$ cat config.mk
export PLATFORM = sky130hd
export DESIGN_NAME = matrix_stream_loader
export DESIGN_NICKNAME = d
export VERILOG_FILES = /design/src/rtl/matrix_stream_loader.sv
export SDC_FILE = /design/constraint.sdc
export NUM_CORES = 1
export LEC_CHECK = 0
export ABC_AREA = 1
export CORE_ASPECT_RATIO = 1.25
export CORE_MARGIN = 5
export CORE_UTILIZATION = 35
export DETAILED_ROUTE_END_ITERATION = 10
export PLACE_DENSITY = 0.62
export SETUP_SLACK_MARGIN = 0.5
export SYNTH_ARGS = -nofsm -noshare
export SYNTH_HDL_FRONTEND = slang
export SYNTH_SLANG_ARGS = --single-unit
$ cat constraint.sdc
create_clock -name clk -period 3.25 [get_ports clk]
set_clock_uncertainty 0.15 [all_clocks]
set_input_delay 0.325 -clock clk [delete_from_list [all_inputs] [get_ports clk]]
set_output_delay 0.325 -clock clk [all_outputs]
set_load 0.05 [all_outputs]
$ cat src/rtl/matrix_stream_loader.sv
// Feeds the 5x5 transpose stage: takes a row-major element stream, maps it onto
// the fixed 25-slot grid (zero-padding unused slots) and issues gapped index/data strobes.
module matrix_stream_loader #(
    parameter int ROWS   = 5,
    parameter int COLS   = 5,
    parameter int DATA_W = 32
) (
    input  logic              clk,
    input  logic              reset,
    input  logic              start,
    input  logic              in_valid,
    input  logic [DATA_W-1:0] in_data,
    input  logic              in_last,
    output logic              in_ready,
    output logic [4:0]        elem_idx,
    output logic [DATA_W-1:0] elem_data,
    output logic              busy,
    output logic              load_done,
    output logic              len_err,
    output logic [9:0]        load_cycles
);

    typedef enum logic [2:0] {IDLE, FETCH, STROBE, GAP, DONE} state_t;

    localparam logic [2:0] ROW_LIM  = 3'(ROWS);
    localparam logic [2:0] COL_LIM  = 3'(COLS);
    localparam logic [2:0] ROW_LAST = 3'(ROWS - 1);
    localparam logic [2:0] COL_LAST = 3'(COLS - 1);

    state_t      state;
    state_t      state_next;
    logic [4:0]  pos;
    logic [2:0]  row;
    logic [2:0]  col;
    logic        hold_cnt;
    logic        start_q;
    logic        slot_real;
    logic        slot_last_real;
    logic        accept;
    logic        begin_load;

    // Row/column of the current slot are tracked alongside pos to avoid a divider.
    assign slot_real      = (row < ROW_LIM) && (col < COL_LIM);
    assign slot_last_real = (row == ROW_LAST) && (col == COL_LAST);

    always_ff @(posedge clk or negedge reset) begin
        if (!reset) begin
            state <= IDLE;
        end else begin
            state <= state_next;
        end
    end

    always_comb begin
        state_next = state;
        in_ready   = 1'b0;
        accept     = 1'b0;
        begin_load = 1'b0;
        case (state)
            IDLE, DONE: begin
                if (start_q) begin
                    state_next = FETCH;
                    begin_load = 1'b1;
                end
            end
            FETCH: begin
                if (slot_real) begin
                    in_ready = 1'b1;
                    if (in_valid) begin
                        accept     = 1'b1;
                        state_next = STROBE;
                    end
                end else begin
                    state_next = STROBE;
                end
            end
            STROBE: begin
                if (hold_cnt) begin
                    state_next = GAP;
                end
            end
            GAP: begin
                state_next = (pos == 5'd25) ? DONE : FETCH;
            end
            default: begin
                state_next = IDLE;
            end
        endcase
    end

    // start is registered, and only while a new load may begin; pulses during a load are lost.
    always_ff @(posedge clk or negedge reset) begin
        if (!reset) begin
            start_q     <= 1'b0;
            busy        <= 1'b0;
            load_done   <= 1'b0;
            load_cycles <= '0;
        end else begin
            start_q   <= start && ((state == IDLE) || (state == DONE));
            busy      <= (state_next == FETCH) || (state_next == STROBE) || (state_next == GAP);
            load_done <= (state_next == DONE);
            if (begin_load) begin
                load_cycles <= '0;
            end else if (busy && (load_cycles != 10'd1023)) begin
                load_cycles <= load_cycles + 10'd1;
            end
        end
    end

    always_ff @(posedge clk or negedge reset) begin
        if (!reset) begin
            pos       <= '0;
            row       <= '0;
            col       <= '0;
            hold_cnt  <= 1'b0;
            elem_idx  <= '0;
            elem_data <= '0;
            len_err   <= 1'b0;
        end else begin
            hold_cnt <= (state == STROBE) ? ~hold_cnt : 1'b0;
            if (begin_load) begin
                pos     <= 5'd1;
                row     <= '0;
                col     <= '0;
                len_err <= 1'b0;
            end
            if ((state == FETCH) && (state_next == STROBE)) begin
                elem_idx  <= pos;
                elem_data <= accept ? in_data : '0;
            end
            if ((state == STROBE) && (state_next == GAP)) begin
                elem_idx <= '0;
            end
            if ((state == GAP) && (state_next == FETCH)) begin
                pos <= pos + 5'd1;
                if (col == 3'd4) begin
                    col <= '0;
                    row <= row + 3'd1;
                end else begin
                    col <= col + 3'd1;
                end
            end
            // Both an early in_last and a missing in_last on the final real slot are flagged.
            if (accept && (in_last != slot_last_real)) begin
                len_err <= 1'b1;
            end
        end
    end

endmodule

==> key figures <==
Setup path
  – Nature of the critical path startpoint: register
  – Worst setup EP type: output port
  – Critical path cell sequence: nor3_2, and3_1, clkdlybuf4s50_1
  – Slowest cell on crit path: sky130_fd_sc_hd__clkdlybuf4s50_1
  – Buffering stage count on the worst path with inverters included: 1
  – Maximum net fanout on the critical path: 6
  – Cell type group with the largest total delay on the critical path: buffers and inverters
  – Critical Path RT: 2770 ps
  – Slowest stage delay, CP: 810 ps
  – Category of the critical setup timing path: register to output port
  – Arrival @ worst endpoint: 2080 ps

Timing
  – Setup violation total in the final timing report: 0
  – Clock period minus worst slack: 2560 ps
  – Final sum of negative setup slack: 0 ps
  – Final slew viol count: 0
  – Final hold violation count: 0
  – Share of the clock period used by the worst path: 0.787
  – Post-Route Hold Slack: 277 ps
  – Remaining max-slew budget at the tightest pin: 0.515
  – Highest attainable clock frequency: 391 MHz
  – Setup repair after global routing missed its margin: no
  – Least-Margin Pin Slew: 726 ps

Hold path
  – Type of the tightest min-delay check: register to register

Clock tree
  – H-Tree Depth: 3
  – Clock transition at the registers of the reported paths: 70 ps
  – Sink Count: 66
  – Worst-skew pair later-pin latency: 330 ps
  – Cell at the root of the clock tree: sky130_fd_sc_hd__clkbuf_8
  – Post-CTS setup buffers: 0
  – CTS Buf Count: 9
  – CTS tree: yes
  – Maximum number of buffers from clock root to sink: 2

Yosys
  – Biggest area contributors in the synthesized netlist: sky130_fd_sc_hd__dfrtp_1 55%, sky130_fd_sc_hd__nand2_1 20%, sky130_fd_sc_hd__nand3_1 4.2%
  – Post-synth EDFFs: 0
  – Number of register bits inferred by synthesis: 66
  – Compound-Gate Fraction of Synth Area: 0.0338
  – Cell taking the most area after synthesis: sky130_fd_sc_hd__dfrtp_1
  – Mux share of post-synthesis cell area: 0
  – Yosys synthesis warning count: 0
  – Seq/Total Area, Yosys: 0.551
  – Number of distinct library cells after synthesis: 25
  – Asr flop ratio synth: 1.00
  – Main flop type after synthesis: sky130_fd_sc_hd__dfrtp_1
  – Synth top cells by count: 159 x sky130_fd_sc_hd__nand2_1, 66 x sky130_fd_sc_hd__dfrtp_1, 25 x sky130_fd_sc_hd__nand3_1
  – Most numerous cell in the Yosys netlist: sky130_fd_sc_hd__nand2_1
  – Area share of and/or/nand/nor cells after synthesis: 0.294
  – Xor and xnor fraction of the mapped netlist area: 0.0322
  – Synthesized area: 3000 sq um
  – Number of cells produced by synthesis: 352
  – Adder-cell area share of the yosys netlist: 0.0292
  – Syn nets: 396
  – Main combinational cell family by area after synthesis: simple AND/OR/NAND/NOR gates
  – Share of Yosys cell area claimed by the top area cell type: 0.551
  – Mean post-synth cell area: 8.51 sq um

Global route
  – Wire length of the first global-routing pass: 11900 um
  – Remaining global-route overflow: 0
  – Vias in the first global route: 2356
  – Total GRT Usage: 0.141
  – Number of antenna violations at the first check in global routing: 0
  – Maximum number of pins on one net before global-route repair: 67

Pwr
  – Pwr per Cell Area: 982 nW/um^2
  – IR drop worst, VDD: 366 uV
  – Static leakage: 2.05 nW

Place
  – Placed instance area: 3930 sq um
  – Number of buffers added on ports: 87
  – Final weighted congestion in routability-driven placement: 0.741
  – DPL Wire Length: 5130 um
  – Placed Cells incl. Taps: 526

Status
  – Run status: completed

Routing
  – Number of DRC violations after detailed-routing iteration 0: 116
  – Total wirelength of the detailed-routed design: 7240 um
  – Average routed wire per standard cell: 13.4 um
  – ANT nets after route: 0
  – Vias per cell: 4.65
  – DRC Markers: 0
  – Vias post-DR: 2517
  – Number of optimization iterations in the first detailed-route pass: 5

Layout
  – Number of antenna diodes: 0
  – Synth-to-layout area growth: 37.8%
  – Final Util: 0.498
  – Final design instance area without fill: 4130 sq um
  – Non-filler instance count after layout: 541
  – Number of filler cells placed in the layout: 763
  – Final nets: 485
  – Register cell area after layout: 1650 sq um
  – Fraction of layout instances using a drive strength above 1: 0.0518
  – Total area of multi-input combinational cells: 1160 sq um

Floorplan
  – Ports: 88
  – Die footprint: 10500 sq um
  – Die width: 92.7 um
  – Effective utilization at floorplan: 0.361
  – Vertical die dimension: 113 um
  – Core box area: 8290 sq um
  – Number of placement rows: 37

Flow run
  – Number of maximum-capacitance violations: 0
-- layout make-up --
cell class	count	share of cell area
clock inverter	3	0.00970
sequential	66	0.400
inverter	25	0.0227
clock buffer	11	0.0367
timing repair buffer	90	0.219
tap	97	0.0294
multi-input combinational	249	0.282
-- path summary, 6_finish.rpt --
| kind | from | to | slack, ps | cells after the start |
|---|---|---|---|---|
| setup / recovery | state[1]$_DFF_PN0_ | in_ready | 690 | 3 |
| hold / removal | hold_cnt$_DFF_PN0_ | hold_cnt$_DFF_PN0_ | 280 | 1 |
| setup reg to reg | load_cycles[0]$_DFFE_PN0P_ | load_cycles[9]$_DFFE_PN0P_ | 1260 | 7 |
| hold reg to reg | hold_cnt$_DFF_PN0_ | hold_cnt$_DFF_PN0_ | 280 | 1 |
| max in group asynchronous | reset | elem_data[15]$_DFFE_PN0P_ | 2250 | 3 |
| min in group asynchronous | reset | elem_data[23]$_DFFE_PN0P_ | 380 | 3 |
-- cell usage in the layout (no fill, tap or decap) --
master | synthesis | final
sky130_fd_sc_hd__nand2_1 | 159 | 159
sky130_fd_sc_hd__clkdlybuf4s50_1 | 0 | 86
sky130_fd_sc_hd__dfrtp_1 | 66 | 66
sky130_fd_sc_hd__nand3_1 | 25 | 25
sky130_fd_sc_hd__inv_1 | 24 | 24
sky130_fd_sc_hd__nor2_1 | 15 | 15
sky130_fd_sc_hd__o21ai_0 | 11 | 11
sky130_fd_sc_hd__clkbuf_8 | 0 | 11
sky130_fd_sc_hd__xor2_1 | 7 | 7
sky130_fd_sc_hd__ha_1 | 7 | 7
sky130_fd_sc_hd__nand4_1 | 4 | 4
sky130_fd_sc_hd__o22ai_1 | 4 | 4
sky130_fd_sc_hd__xnor2_1 | 4 | 4
sky130_fd_sc_hd__nor3_1 | 2 | 2
sky130_fd_sc_hd__o21ai_1 | 2 | 2
sky130_fd_sc_hd__nor2_4 | 2 | 2
sky130_fd_sc_hd__clkinv_2 | 0 | 2
sky130_fd_sc_hd__nand2_2 | 1 | 1
sky130_fd_sc_hd__and2_1 | 1 | 1
sky130_fd_sc_hd__nor3_2 | 1 | 1
sky130_fd_sc_hd__nand3b_1 | 1 | 1
sky130_fd_sc_hd__and3_1 | 1 | 1
sky130_fd_sc_hd__nor3b_1 | 1 | 1
sky130_fd_sc_hd__a21boi_2 | 1 | 1
sky130_fd_sc_hd__inv_2 | 1 | 1
sky130_fd_sc_hd__bufinv_16 | 0 | 1
sky130_fd_sc_hd__dlygate4sd3_1 | 0 | 1
sky130_fd_sc_hd__buf_2 | 5 | 1
sky130_fd_sc_hd__buf_4 | 5 | 1
sky130_fd_sc_hd__buf_12 | 0 | 1
-- where the power goes --
part / switching, W / leakage [nW] / internal, W
Combinational: 0.00141 / 1.10 / 0.000661
Sequential: 0.000197 / 0.855 / 0.00111
Clock: 0.000291 / 0.101 / 0.000385
Total: 0.00190 / 2.05 / 0.00216
-- stage by stage --
stage | setup slack, ps | power, W
finish | 693 | 0.00405
CTS | 657 | 0.00411
floorplan | 1350 | 0.00272
global placement | 1060 | 0.00338
detailed placement | 1020 | 0.00341
global route | 600 | 0.00431
-- state kept, by name (all words and copies together) (netlist names) --
register and count:
load_done 1, pos 5, hold_cnt 1, len_err 1, busy 1, elem_idx 5
start_q 1, load_cycles 10, row 3, col 3, elem_data 32, state 3
-- per-layer routing --
| layer | wire [um] | vias up | global-route usage |
|---|---|---|---|
| li1 | - | 1279 | - |
| met1 | 3040 | 1182 | 0.175 |
| met2 | 3880 | 46 | 0.244 |
| met3 | 221 | 10 | 0.0231 |
| met4 | 107 | 0 | 0.0557 |
| met5 | 0 | - | 0 |
-- logic make-up (layout without fill, tap and decap cells) --
logic type	Yosys count	count (layout)
AO/OA/AOI/OAI	18	18
XOR/XNOR	11	11
adder cells (fa/ha/maj)	7	7
buffers and inverters	37	129
flip-flops	66	66
AND/OR/NAND/NOR	213	213
-- timing repair --
item                      in CTS  in global routing
hold buffers                   1                  0
gates resized for setup        0                  0
hold endpoints to repair      66                  0
(Power assumes the default switching activity.)
